[config.mk]
export PLATFORM = sky130hd
export DESIGN_NAME = data_mem_arbiter_flat
export DESIGN_NICKNAME = d
export VERILOG_FILES = /design/src/rtl/data_mem_arbiter_pkg.sv /design/src/rtl/data_mem_arbiter_if.sv /design/src/rtl/data_mem_arbiter_starve_cnt.sv /design/src/rtl/data_mem_arbiter.sv /design/src/flat_wrapper.sv
export SDC_FILE = /design/constraint.sdc
export NUM_CORES = 1
export LEC_CHECK = 0
export ABC_AREA = 1
export CORE_ASPECT_RATIO = 0.75
export CORE_MARGIN = 5
export CORE_UTILIZATION = 21
export CTS_CLUSTER_SIZE = 10
export DETAILED_ROUTE_END_ITERATION = 7
export GPL_ROUTABILITY_DRIVEN = 0
export PLACE_DENSITY = 0.91
export SLEW_MARGIN = 40
export SYNTH_ARGS = -nofsm -noshare
export SYNTH_HDL_FRONTEND = slang
export SYNTH_SLANG_ARGS = --single-unit
[constraint.sdc]
create_clock -name clk -period 1.6 [get_ports clk]
set_input_delay 0.16 -clock clk [delete_from_list [all_inputs] [get_ports clk]]
set_output_delay 0.16 -clock clk [all_outputs]
set_load 0.01 [all_outputs]
[src/rtl/data_mem_arbiter_pkg.sv]
// Shared types and default widths for the data-memory arbiter (CPU vs VGA).
package mem_arb_pkg;

  localparam int DEF_ADDR_W     = 16;
  localparam int DEF_DATA_W     = 32;
  localparam int DEF_STARVE_LIM = 8;

  typedef enum logic {
    RUN,
    HALTED
  } arbState_e;

  typedef enum logic [1:0] {
    NONE,
    CPU,
    VGA
  } owner_e;

endpackage

[src/rtl/data_mem_arbiter_if.sv]
// Bundle of the CPU, VGA and memory-side signals around the arbiter.
// slave = arbiter side, master = requesters plus memory.
interface data_mem_arbiter_if
  import mem_arb_pkg::*;
#(
  parameter int ADDR_W = DEF_ADDR_W,
  parameter int DATA_W = DEF_DATA_W
);

  logic              halt;
  logic              cpu_req;
  logic              cpu_we;
  logic [ADDR_W-1:0] cpu_addr;
  logic [DATA_W-1:0] cpu_wdata;
  logic              cpu_stall;
  logic              cpu_ack;
  logic [DATA_W-1:0] cpu_rdata;
  logic              vga_req;
  logic [ADDR_W-1:0] vga_addr;
  logic              vga_valid;
  logic [DATA_W-1:0] vga_rdata;
  logic [ADDR_W-1:0] mem_addr;
  logic              mem_we;
  logic [DATA_W-1:0] mem_wdata;
  logic [DATA_W-1:0] mem_rdata;

  modport slave (
    input  halt, cpu_req, cpu_we, cpu_addr, cpu_wdata, vga_req, vga_addr, mem_rdata,
    output cpu_stall, cpu_ack, cpu_rdata, vga_valid, vga_rdata, mem_addr, mem_we, mem_wdata
  );

  modport master (
    output halt, cpu_req, cpu_we, cpu_addr, cpu_wdata, vga_req, vga_addr, mem_rdata,
    input  cpu_stall, cpu_ack, cpu_rdata, vga_valid, vga_rdata, mem_addr, mem_we, mem_wdata
  );

endinterface

[src/rtl/data_mem_arbiter_starve_cnt.sv]
// Counts consecutive cycles VGA waited behind a CPU grant; flags the limit.
// Only built when ARB_STARVE_GUARD_EN is defined.
`ifdef ARB_STARVE_GUARD_EN
module arb_starve_cnt
  import mem_arb_pkg::*;
#(
  parameter int STARVE_LIM = DEF_STARVE_LIM
) (
  input  logic clk,
  input  logic rst_n,
  input  logic incr,
  input  logic clr,
  output logic atLimit
);

  localparam int CNT_W = $clog2(STARVE_LIM + 1);

  logic [CNT_W-1:0] cnt_p1;

  always_ff @(posedge clk or negedge rst_n) begin
    if (!rst_n) begin
      cnt_p1 <= '0;
    end else if (clr) begin
      cnt_p1 <= '0;
    end else if (incr && !atLimit) begin
      cnt_p1 <= cnt_p1 + CNT_W'(1);
    end
  end

  assign atLimit = (cnt_p1 == CNT_W'(STARVE_LIM));

endmodule
`endif

[src/rtl/data_mem_arbiter.sv]
// Single-port data memory arbiter: CPU load/store vs VGA pixel reads, one grant per cycle.
// Define ARB_STARVE_GUARD_EN to force a VGA grant after STARVE_LIM consecutive losses.
module data_mem_arbiter
  import mem_arb_pkg::*;
#(
  parameter int ADDR_W     = DEF_ADDR_W,
  parameter int DATA_W     = DEF_DATA_W,
  parameter int STARVE_LIM = DEF_STARVE_LIM
) (
  input logic clk,
  input logic rst_n,
  data_mem_arbiter_if.slave bus
);

  arbState_e         state;
  arbState_e         stateNext;
  owner_e            grant;
  owner_e            owner_p1;
  logic              starveHit;
  logic [ADDR_W-1:0] memAddr_p0;
  logic [DATA_W-1:0] rdata_p1;

`ifdef ARB_STARVE_GUARD_EN
  arb_starve_cnt #(
    .STARVE_LIM(STARVE_LIM)
  ) u_starveCnt (
    .clk    (clk),
    .rst_n  (rst_n),
    .incr   (bus.vga_req && (grant == CPU)),
    .clr    (grant == VGA),
    .atLimit(starveHit)
  );
`else
  // STARVE_LIM has no effect here; the term folds to a constant zero.
  assign starveHit = 1'b0 & (STARVE_LIM == 0);
`endif

  always_ff @(posedge clk or negedge rst_n) begin
    if (!rst_n) begin
      state    <= RUN;
      owner_p1 <= NONE;
    end else begin
      state    <= stateNext;
      owner_p1 <= grant;
    end
  end

  // halt blocks the CPU in the same cycle it rises, before the state register catches up.
  always_comb begin
    stateNext = state;
    grant     = NONE;
    case (state)
      RUN: begin
        if (bus.halt) begin
          stateNext = HALTED;
          if (bus.vga_req) grant = VGA;
        end else if (bus.cpu_req && !(bus.vga_req && starveHit)) begin
          grant = CPU;
        end else if (bus.vga_req) begin
          grant = VGA;
        end
      end
      HALTED: begin
        if (bus.vga_req) grant = VGA;
      end
      default: stateNext = RUN;
    endcase
  end

  // ---- stage p0: memory command from the granted requester ----
  assign memAddr_p0    = (grant == VGA) ? bus.vga_addr : bus.cpu_addr;
  assign bus.mem_addr  = memAddr_p0;
  assign bus.mem_we    = (grant == CPU) && bus.cpu_we;
  assign bus.mem_wdata = bus.cpu_wdata;
  assign bus.cpu_stall = bus.cpu_req && (grant != CPU);

  // ---- stage p1: response steered by the registered owner ----
  assign rdata_p1      = bus.mem_rdata;
  assign bus.cpu_ack   = (owner_p1 == CPU);
  assign bus.vga_valid = (owner_p1 == VGA);
  assign bus.cpu_rdata = rdata_p1;
  assign bus.vga_rdata = rdata_p1;

endmodule

[src/flat_wrapper.sv]
// flat-port wrapper written by rule: the top's interface ports become plain ports
module data_mem_arbiter_flat import mem_arb_pkg::*;
#(
  parameter int ADDR_W     = DEF_ADDR_W,
  parameter int DATA_W     = DEF_DATA_W,
  parameter int STARVE_LIM = DEF_STARVE_LIM
)
  (clk, rst_n, bus_halt, bus_cpu_req, bus_cpu_we, bus_cpu_addr, bus_cpu_wdata, bus_vga_req, bus_vga_addr, bus_mem_rdata, bus_cpu_stall, bus_cpu_ack, bus_cpu_rdata, bus_vga_valid, bus_vga_rdata, bus_mem_addr, bus_mem_we, bus_mem_wdata);
  data_mem_arbiter_if #(.ADDR_W(ADDR_W), .DATA_W(DATA_W)) bus_i ();
  input logic clk;
  input logic rst_n;
  input wire logic [$bits(bus_i.halt)-1:0] bus_halt;
  input wire logic [$bits(bus_i.cpu_req)-1:0] bus_cpu_req;
  input wire logic [$bits(bus_i.cpu_we)-1:0] bus_cpu_we;
  input wire logic [$bits(bus_i.cpu_addr)-1:0] bus_cpu_addr;
  input wire logic [$bits(bus_i.cpu_wdata)-1:0] bus_cpu_wdata;
  input wire logic [$bits(bus_i.vga_req)-1:0] bus_vga_req;
  input wire logic [$bits(bus_i.vga_addr)-1:0] bus_vga_addr;
  input wire logic [$bits(bus_i.mem_rdata)-1:0] bus_mem_rdata;
  output wire logic [$bits(bus_i.cpu_stall)-1:0] bus_cpu_stall;
  output wire logic [$bits(bus_i.cpu_ack)-1:0] bus_cpu_ack;
  output wire logic [$bits(bus_i.cpu_rdata)-1:0] bus_cpu_rdata;
  output wire logic [$bits(bus_i.vga_valid)-1:0] bus_vga_valid;
  output wire logic [$bits(bus_i.vga_rdata)-1:0] bus_vga_rdata;
  output wire logic [$bits(bus_i.mem_addr)-1:0] bus_mem_addr;
  output wire logic [$bits(bus_i.mem_we)-1:0] bus_mem_we;
  output wire logic [$bits(bus_i.mem_wdata)-1:0] bus_mem_wdata;
  assign bus_i.halt = bus_halt;
  assign bus_i.cpu_req = bus_cpu_req;
  assign bus_i.cpu_we = bus_cpu_we;
  assign bus_i.cpu_addr = bus_cpu_addr;
  assign bus_i.cpu_wdata = bus_cpu_wdata;
  assign bus_i.vga_req = bus_vga_req;
  assign bus_i.vga_addr = bus_vga_addr;
  assign bus_i.mem_rdata = bus_mem_rdata;
  assign bus_cpu_stall = bus_i.cpu_stall;
  assign bus_cpu_ack = bus_i.cpu_ack;
  assign bus_cpu_rdata = bus_i.cpu_rdata;
  assign bus_vga_valid = bus_i.vga_valid;
  assign bus_vga_rdata = bus_i.vga_rdata;
  assign bus_mem_addr = bus_i.mem_addr;
  assign bus_mem_we = bus_i.mem_we;
  assign bus_mem_wdata = bus_i.mem_wdata;
  data_mem_arbiter #(.ADDR_W(ADDR_W), .DATA_W(DATA_W), .STARVE_LIM(STARVE_LIM)) u_core (.clk(clk), .rst_n(rst_n), .bus(bus_i));
endmodule
# Yosys cells after proc, flatten, opt, wreduce, memory -nomap -nowiden
# Index checks and enable logic that the tools add are counted.
totals:
  regBits: 3
  inputBits: 102
op_classes:
  eq_ne: 5
  muxes: 7
  bitwise: 1
  n_reduce_logical: 2
op_table:
  columns: ["cell", "count"]
  rows:
  - ["$mux W16", 1]
  - ["$mux W2", 3]
  - ["$eq A2 B1 Y1 const B", 2]
  - ["$eq A2 B2 Y1 const B", 2]
  - ["$pmux W2 S2", 1]
  - ["$logic_and A1 B1 Y1", 2]
  - ["$mux W1", 2]
  - ["$ne A2 B1 Y1 const B", 1]
  - ["$not A1 Y1", 1]

# Depth between registers and ports, before layout
logic_depth:
  depth_word: 6
  ltp_mapped: 6
  ltp_nobuf: 5

# Worst setup path before layout
# No wires, ideal clock.
synth_timing:
  path_kind: "reg2out"
  start: "register u_core.state"
  end: "output port bus_mem_addr[1]"
  path_stages_with_launch: 7
  arrival_ns: 0.965
  n_path_buf: 1
  setup_slack_ns: 0.475
  cell_sequence: "dfrtp_1 nor2_2 nand2_4 nand2_4 buf_8 nand2_1 nand2_1"
synth_between:
  elab_chain_cells: 4
synth_lines:
  columns: ["element", "line_no", "text"]
  rows:
  - ["start: declaration", "data_mem_arbiter.sv:15", "arbState_e state;"]
  - ["start signal: assignment", "data_mem_arbiter.sv:43", "state <= stateNext;"]
  - ["$not A1 Y1", null, null]
  - ["$pmux W2 S2 *", "data_mem_arbiter.sv:52", "case (state)"]
  - ["$eq A2 B2 Y1 *", "data_mem_arbiter.sv:71", "assign memAddr_p0 = (grant == VGA) ? bus.vga_addr : bus.cpu_addr;"]
  - ["$mux W16 *", "data_mem_arbiter.sv:71", null]
  - ["end: declaration", "flat_wrapper.sv:25", "output wire logic [$bits(bus_i.mem_addr)-1:0] bus_mem_addr;"]
# Every way passes the cells marked *; elsewhere a longest branch is shown, timed or not.

# Final worst setup path
layout_timing:
  start: "register u_core.state"
  end: "output port bus_mem_addr[10]"
# Same word-level chain as after synthesis.

==> results by group <==
Setup path
  • Required @ worst endpoint: 1.44 ns
  • CP Class: register to primary output
  • CP startpoint kind: register
  • Reg2reg path depth: 6
  • CP endpoint kind: primary output
  • Crit path max fanout: 13
  • Crit path DAT: 1.39 ns

Clocking
  • Clk buf depth: 2
  • Clock sinks: 3
  • Hold buffers post-CTS: 0
  • H-Tree Depth: 1
  • Clk slew on worst S/H paths: about 0.030 ns
  • Clock root cell: clkbuf_8
  • CTS Buf Count: 3
  • CTS tree: built
  • Clk_lat worst skew: 0.22 ns

Synthesis
  • Area leader, netlist: buf_4
  • Ys Warns: 0
  • Post-Syn Nets: 267
  • Post-Syn Instances: 165
  • Sequential-to-total area share from yosys stat: 6.85%
  • Post-synthesis cell type count: 10
  • Synth area leaders: buf_4, nand2_1, nand3_1
  • Number of synthesized register bits: 3
  • Avg Inst Size Synth: about 6.6 um^2
  • Synthesized area: 0.00110 mm^2
  • Synth top area share: between 60 and 70%

Timing
  • Rel. slew slack: 82.7%
  • Final setup violation count: 0
  • Final hold vios: 0
  • Slew @ Worst Pin: 0.260 ns
  • Max Fclk: 645 MHz
  • Final hold slack: 0.126 ns
  • Setup TNS: 0 ns
  • Max-slew violations: 0
  • Worst Slack Setup Final: 0.0496 ns
  • Post-route clock period utilization: 96.9%
  • RSZ-0062 raised after global routing: yes
  • Final min period: roughly 1.6 ns
  • Clock Skews: about 0.00052 ns

Floorplan
  • Die ar.: 0.00678 mm^2
  • Placement Rows: 22
  • Die X: ~93 um
  • Die Y: 72.6 um
  • # IOs: 218
  • Initial core utilization: 22.0%
  • Core area: ~0.005 mm^2

Routing
  • Vias per cell: 3.71
  • DRT Pass-1 Iters: 4
  • Wire length per cell: approximately 14 um
  • Antenna viol nets, final: 0
  • Vias: about 770
  • Post-route DRC: 0
  • Final wirelength: 2870 um
  • Initial DRC Count: 15

Global routing
  • Vias in the first global route: a little over 800
  • GRT Total Usage: 8.02%
  • Largest net degree at the start of global routing: 14
  • Initial antenna violation count: 0
  • First-pass GRT wire length: 4230 um
  • Grt total ovfl: 0

Pwr
  • Peak VDD IR: 269 uV
  • P_leak: 0.000569 uW
  • Pwr Density: between 400 and 500 mW/mm^2

Placed design
  • Placed inst area: 0.00104 mm^2
  • Pre-CTS setup slack: -0.291 ns
  • Cells after DPL: 199
  • PortBufs: 57
  • DPL Wire Length: between 2000 and 2500 um

Final layout
  • Most frequent cells in the layout: clkdlybuf4s50_1, nand2_1, nand3_1
  • Area growth syn-to-layout: 1.37%
  • Fillers: 545
  • Layout cell share with drive strength beyond 1: around 16%
  • Fin nets: 238
  • Fin area: about 0.0011 mm^2
  • Cell Count, Final, Fillers Out: just over 200
  • Leading cell type in the layout, fill and taps excluded: clkdlybuf4s50_1
  • N_diodes: 0

Outcome
  • Status: completed

Flow run
  • Max_cap viols: 0

Min path
  • Hold Path Class: input pin to async pin
-- metrics by stage --
| step | total power, uW | utilization (%) |
|---|---|---|
| 6_report | 526 | 22.3 |
| 5_1_grt | 568 | 22.3 |
| 4_1_cts | 536 | 22.2 |
| 3_5_place_dp | 321 | 20.9 |
| 3_3_place_gp | 320 | 20.9 |
| 2_1_floorplan | 397 | - |
-- worst max-delay path, cell delays in order, from the launching register on --
cell and delay [ns]:
dfrtp_1 0.39, nor2_4 0.12, nand2_4 0.09, nand2_8 0.12, buf_6 0.11, buf_4 0.10
nand2_2 0.04, nand2_1 0.07, buf_2 0.13
-- report_power, final --
group | leakage [uW] | switching (uW) | internal, uW | total [uW]
clock | 0.0000228 | 53.1 | 170 | 223
combinational | 0.000512 | 85.5 | 139 | 225
sequential | 0.0000344 | 0.591 | 77.7 | 78.3
-- flip-flops by register name, summed over array words and instances, names as in the netlist --
name,flops
u_core.state,1
u_core.owner_p1,2
-- final cells by class --
cell class,count,area (um^2),area share (%)
multi-input cells,55,260,23.4
inverters,7,26.3,2.36
repair buffers,66,614,55.3
well taps,72,90.1,8.11
flip-flops and latches,3,75.1,6.76
clock buffers,4,45.0,4.05
-- timing repair --
item / 4_1_cts / 5_1_grt
gates resized for setup: 29 / 10
setup endpoints to repair: 18 / 17
pin swaps: 1 / 1
setup buffers: 4 / 0
-- path summary, 6_finish.rpt --
check | from | slack, ns | end
setup / recovery | u_core.state | 0.05 | bus_mem_addr[10]
hold / removal | rst_n | 0.13 | u_core.owner_p1[0]
setup reg to reg | u_core.state | 0.53 | u_core.owner_p1[1]
hold reg to reg | u_core.state | 0.62 | u_core.state
max in group asynchronous | rst_n | 1.33 | u_core.state
min in group clk | bus_cpu_wdata[10] | 0.32 | bus_mem_wdata[10]
-- layer usage --
metal	vias to the layer above	part of all wire, %	track usage, %
li1	345	-	-
met1	314	37	8.18
met2	90	38	10.1
met3	18	22	8.19
met4	0	2.7	4.88
met5	-	0	0
-- cell usage after synthesis --
library cell   n
nand3_1       16
buf_2          3
buf_8          1
buf_4         96
dfrtp_1        3
nand2_1       32
nor2_2         1
nand2_4        2
nor2_1         4
inv_1          7
-- logic make-up (layout without fill, tap and decap cells) --
| group | Yosys count | in the layout | synth area share [%] |
|---|---|---|---|
| buffers and inverters | 107 | 77 | 70.9 |
| AND/OR/NAND/NOR | 55 | 55 | 22.3 |
| flip-flops | 3 | 3 | 6.85 |
No activity file was read; power rests on OpenSTA's default activity.
